==> config.mk <==
export PLATFORM = sky130hd
export DESIGN_NAME = monitor_q
export DESIGN_NICKNAME = d
export VERILOG_FILES = /design/src/rtl/monitor_q_pkg.sv /design/src/rtl/monitor_q_edge_detect.sv /design/src/rtl/monitor_q.sv
export SDC_FILE = /design/constraint.sdc
export NUM_CORES = 1
export LEC_CHECK = 0
export CORE_ASPECT_RATIO = 1.25
export CORE_MARGIN = 1.5
export CORE_UTILIZATION = 54
export DETAILED_ROUTE_END_ITERATION = 8
export GPL_TIMING_DRIVEN = 0
export MAX_ROUTING_LAYER = met4
export PLACE_DENSITY = 0.92
export SLEW_MARGIN = 10
export SYNTH_ARGS = -nofsm -noshare
export SYNTH_HDL_FRONTEND = slang
export SYNTH_SLANG_ARGS = --single-unit
==> constraint.sdc <==
create_clock -name clk -period 4.7 [get_ports clk]
set_clock_uncertainty 0.2 [all_clocks]
set_input_delay 0.94 -clock clk [delete_from_list [all_inputs] [get_ports clk]]
set_output_delay 0.94 -clock clk [all_outputs]
set_load 0.02 [all_outputs]
==> src/rtl/monitor_q_pkg.sv <==
// Shared defaults, fill-level state encoding and the saturating-increment
// helper for the monitor_q observer.
package monitor_q_pkg;

    localparam int                     DEF_PAT_LEN = 4;
    localparam logic [DEF_PAT_LEN-1:0] DEF_PATTERN = 4'b1011;
    localparam int                     DEF_CNT_W   = 8;
    localparam int                     MAX_PAT_LEN = 8;

    // Fill level of the sample history. One state per sample collected,
    // sized for the largest supported pattern length.
    typedef enum logic [3:0] {
        FILL_0,
        FILL_1,
        FILL_2,
        FILL_3,
        FILL_4,
        FILL_5,
        FILL_6,
        FILL_7,
        FILL_8
    } fill_e;

    // Counter increment that sticks at max_val instead of wrapping.
    function automatic logic [31:0] sat_inc(input logic [31:0] val,
                                            input logic [31:0] max_val);
        return (val >= max_val) ? val : val + 32'd1;
    endfunction

endpackage

==> src/rtl/monitor_q_edge_detect.sv <==
// Edge detector for the observed q: remembers the previous enabled sample
// and emits one-cycle rise/fall pulses. edge_hit is the combinational
// "this edge will pulse" term so the top can bump its counter in step.
module edge_detect
    import monitor_q_pkg::*;
(
    input  logic clk,
    input  logic reset,
    input  logic clear,
    input  logic enable,
    input  logic q,
    output logic rise,
    output logic fall,
    output logic edge_hit
);

    logic r_prev;
    logic r_prev_valid;
    logic r_rise;
    logic r_fall;
    logic w_rise;
    logic w_fall;

    // An edge needs a valid previous sample; the first sample never pulses.
    assign w_rise   = r_prev_valid & q & ~r_prev;
    assign w_fall   = r_prev_valid & ~q & r_prev;
    assign edge_hit = enable & (w_rise | w_fall);

    assign rise = r_rise;
    assign fall = r_fall;

    // Previous-sample register and registered pulses; reset > clear > sample > hold.
    always_ff @(posedge clk) begin
        // NOTE: non-blocking assignments keep every flop sampling pre-edge values.
        if (reset || clear) begin
            r_prev       <= 1'b0;
            r_prev_valid <= 1'b0;
            r_rise       <= 1'b0;
            r_fall       <= 1'b0;
        end else if (enable) begin
            r_rise       <= w_rise;
            r_fall       <= w_fall;
            r_prev       <= q;
            r_prev_valid <= 1'b1;
        end else begin
            r_rise       <= 1'b0;
            r_fall       <= 1'b0;
        end
    end

endmodule

==> src/rtl/monitor_q.sv <==
// monitor_q: observer for a JK flip-flop output. Produces rise/fall/detect
// pulses one cycle after each enabled sample, plus saturating counters of
// edges and pattern matches (overlapping matches allowed).
module monitor_q
    import monitor_q_pkg::*;
#(
    parameter int                 PAT_LEN = DEF_PAT_LEN,
    parameter logic [PAT_LEN-1:0] PATTERN = PAT_LEN'(DEF_PATTERN),
    parameter int                 CNT_W   = DEF_CNT_W
) (
    input  logic             clk,
    input  logic             reset,
    input  logic             enable,
    input  logic             clear,
    input  logic             q,
    output logic             rise,
    output logic             fall,
    output logic             detect,
    output logic [CNT_W-1:0] edge_count,
    output logic [CNT_W-1:0] match_count
);

    localparam fill_e            FILL_FULL = fill_e'(PAT_LEN);
    localparam logic [CNT_W-1:0] CNT_MAX   = '1;

    logic [PAT_LEN-1:0] r_hist;
    fill_e              r_fill;
    fill_e              w_fill_next;
    logic               r_detect;
    logic [CNT_W-1:0]   r_edge_count;
    logic [CNT_W-1:0]   r_match_count;

    logic [PAT_LEN-1:0] w_hist_next;
    logic               w_match;
    logic               w_edge_hit;
    logic [CNT_W-1:0]   w_edge_inc;
    logic [CNT_W-1:0]   w_match_inc;

    edge_detect u_edge_detect (
        .clk      (clk),
        .reset    (reset),
        .clear    (clear),
        .enable   (enable),
        .q        (q),
        .rise     (rise),
        .fall     (fall),
        .edge_hit (w_edge_hit)
    );

    // The history never clears on a match, so overlapping patterns are seen.
    assign w_hist_next = {r_hist[PAT_LEN-2:0], q};
    assign w_match     = enable
                       & (int'(r_fill) >= PAT_LEN - 1)
                       & (w_hist_next == PATTERN);

    assign w_edge_inc  = CNT_W'(sat_inc(32'(r_edge_count),  32'(CNT_MAX)));
    assign w_match_inc = CNT_W'(sat_inc(32'(r_match_count), 32'(CNT_MAX)));

    assign detect      = r_detect;
    assign edge_count  = r_edge_count;
    assign match_count = r_match_count;

    // Fill-level state register; reset and clear both restart at FILL_0.
    always_ff @(posedge clk) begin
        if (reset || clear) begin
            r_fill <= FILL_0;
        end else begin
            r_fill <= w_fill_next;
        end
    end

    // Fill-level next state: one step per enabled sample, parked at FILL_N.
    always_comb begin
        // NOTE: default first so every path assigns and no latch is inferred.
        w_fill_next = r_fill;
        if (enable && (r_fill != FILL_FULL)) begin
            w_fill_next = fill_e'(r_fill + 4'd1);
        end
    end

    // Sample history, detect pulse and both saturating counters.
    always_ff @(posedge clk) begin
        if (reset || clear) begin
            r_hist        <= '0;
            r_detect      <= 1'b0;
            r_edge_count  <= '0;
            r_match_count <= '0;
        end else if (enable) begin
            r_hist   <= w_hist_next;
            r_detect <= w_match;
            if (w_edge_hit) begin
                r_edge_count <= w_edge_inc;
            end
            if (w_match) begin
                r_match_count <= w_match_inc;
            end
        end else begin
            r_detect <= 1'b0;
        end
    end

endmodule
==> flow_summary.json <==
{
  "htree_levels": 1,
  "yosys_warnings": 0,
  "worst-path-max-fanout": 10,
  "min_period_ps": 2830,
  "synth-xor-area-share_pct": 3.50,
  "rows": 19,
  "grt_max_degree": 17,
  "finalPower_uw": 357,
  "clkSinkCount": 27,
  "rr_startpoint": "r_fill[1]",
  "finalWorstSetupSlack_ps": 1870,
  "critPathLaunch": "enable",
  "path_cells": "clkdlybuf4s50_1 -> buf_6 -> nand2_4 -> or4_4 -> buf_2 -> o311ai_0 -> o41ai_1",
  "multi_input_area_um2": 666,
  "rsz0062_at_grt": "false",
  "hold_class": "reg2reg",
  "cts_resized": 0,
  "synth_compound_area_share_pct": 16.7,
  "vias_per_cell": 5.89,
  "max_cap_viol_count": 0,
  "clk_pin_slew_ps": 140,
  "first_pass_iters": 4,
  "max_freq_ghz": 0.353,
  "grt_pass1_wl_um": 4440,
  "cp.arrival_ps": 2850,
  "critPathKind": "in2reg",
  "die_x_um": 46.1,
  "wl_um": 2610,
  "synth.area.mux_share_pct": 2.40,
  "cpMaxStageDelayCell": "or4_4",
  "clock_latency_ps": 340,
  "port_buffers": 23,
  "synthTopCellsByArea": "dfxtp_1 (43%), a21oi_1 (5.2%), ha_1 (4.0%)",
  "coreArea_um2": 2190,
  "antenna_found_initial": 0,
  "cp.required_ps": 4720,
  "first_global_vias": 1093,
  "cts_tree": "built",
  "vias": 1184,
  "period_share_pct": 60.3,
  "max_slew.worst_pin.slew_ps": 485,
  "stdcell_area_um2": 1550,
  "synth_seq_cells": 27,
  "grt_overflow": 0,
  "yosys.area_share.adder_pct": 4.00,
  "async_reset_ff_share_pct": 0,
  "dp_slack_ps": 1510,
  "postCtsSetupRepairBufs": 0,
  "critPathLaunchType": "input pin",
  "synth_nets": 152,
  "start_util_pct": 57.3,
  "setup_violations": 0,
  "yosys.area.top_type": "dfxtp_1",
  "synth_seq_area_share_pct": 43.2,
  "regArea_um2": 541,
  "setup-tns-final_ps": 0,
  "yosysMostFrequentCell": "dfxtp_1",
  "fin_nets": 180,
  "synth_top_family_by_area": "simple AND/OR/NAND/NOR gates",
  "cts_made_buffers": 3,
  "place.gp.congestion": 0.834,
  "min_from": "u_edge_detect.r_prev_valid",
  "critical_path.max_stage_delay_ps": 520,
  "dieArea_um2": 2620,
  "track_usage_pct": 22.8,
  "fill_cells": 189,
  "maxSlewHeadroom_pct": 67.4,
  "area_growth_pct": 23.9,
  "diodes": 0,
  "synth_edf_count": 0,
  "avgSynthCellArea_um2": 8.76,
  "cp-end-kind": "register",
  "wl_per_cell_um": 13.0,
  "ctsHoldBuffers": 0,
  "instances_no_fill": 201,
  "drive_gt1_share_pct": 5.29,
  "postPlaceCellArea_um2": 1520,
  "slew_violations": 0,
  "synth-simple-area-share_pct": 26.6,
  "synth_flop_cell": "dfxtp_1",
  "drt_iter0_markers": 29,
  "p_leak_nw": 0.487,
  "syn_area_um2": 1250,
  "pin_count": 24,
  "yosysUniqueCellTypes": 35,
  "final_antenna_net_count": 0,
  "vdd_ir_drop_max_v": 0.000184,
  "powerDensity_nw_per_um2": 230,
  "hold_viol": 0,
  "cts_root_buffer": "clkbuf_4",
  "clockBufferDepth": 2,
  "outcome": "completed",
  "synth_cells": 143,
  "drc": 0,
  "dp_hpwl_um": 1900,
  "netlist_top_cells_count": "dfxtp_1 (27), a21oi_1 (13), nand2_1 (11), nor2_1 (11), nand3_1 (8)",
  "die_h_um": 56.8,
  "synth.top_cell.area_share_pct": 43.2,
  "dp.cells": 197
}
-- registers in the layout (all words and copies together), names as in the netlist --
name and count:
edge_count 8, match_count 8, r_fill 4, r_hist 3
detect 1, u_edge_detect.fall 1, u_edge_detect.r_prev_valid 1, u_edge_detect.rise 1
-- routing by layer --
metal	up-vias	track usage [%]	wire, um
li1	587	-	-
met1	562	26.7	1110
met2	30	37.5	1330
met3	5	3.54	117
met4	0	9.39	46
met5	-	-	0
-- final cells by class --
class	count	area share, %
Tap cell	31	2.50
Clock inverter	1	0.484
Timing Repair Buffer	23	14.8
Sequential cell	27	34.8
Inverter	4	0.968
Buffer	6	2.02
Multi-Input combinational cell	106	42.9
Clock buffer	3	1.45
-- power by group --
group / leakage (nW) / internal, mW / switching [mW] / total (mW)
sequential: 0.218 / 0.231 / 0.00134 / 0.232
combinational: 0.255 / 0.00872 / 0.0112 / 0.0199
clock: 0.0139 / 0.0326 / 0.0724 / 0.105
-- critical path: cells and delay by family --
family                 cells  cell delay (ps)
AND/OR/NAND/NOR            2              580
buffers and inverters      3              850
AO/OA/AOI/OAI              2              460
-- cells in the final DEF, fill, tap and decap left out, types with 3 or more instances in the layout --
cell type and count:
xnor2_1 3, o21ai_0 7, a21oi_1 13, or4_1 5
nor2_1 11, inv_1 4, ha_1 4, or3_1 6
clkbuf_1 4, nand3_1 8, nand4_1 3, clkdlybuf4s50_1 23
and3_1 3, dfxtp_1 27, nand2_1 11, mux2i_1 3
o31ai_1 5, clkbuf_4 3
-- metrics by stage --
step	util (%)	hold slack, ps
detailed placement	69.6	266
global route	70.9	324
global placement	69.6	248
CTS	70.9	298
finish	70.9	298
floorplan	-	235
-- kinds of logic after synthesis --
group	Yosys count
muxes	3
and+or+nand+nor	60
adders and majority gates	4
DFF	27
AOI/OAI and AO/OA	34
xor gates and xnor gates	5
buffers and inverters	10
-- worst paths after layout --
check,to,slack (ps),cells past startpoint
hold reg to reg,u_edge_detect.r_prev_valid,300,2
setup / recovery,match_count[7],1870,7
hold / removal,u_edge_detect.r_prev_valid,300,2
setup reg to reg,match_count[7],2530,6
(Power assumes the default switching activity.)
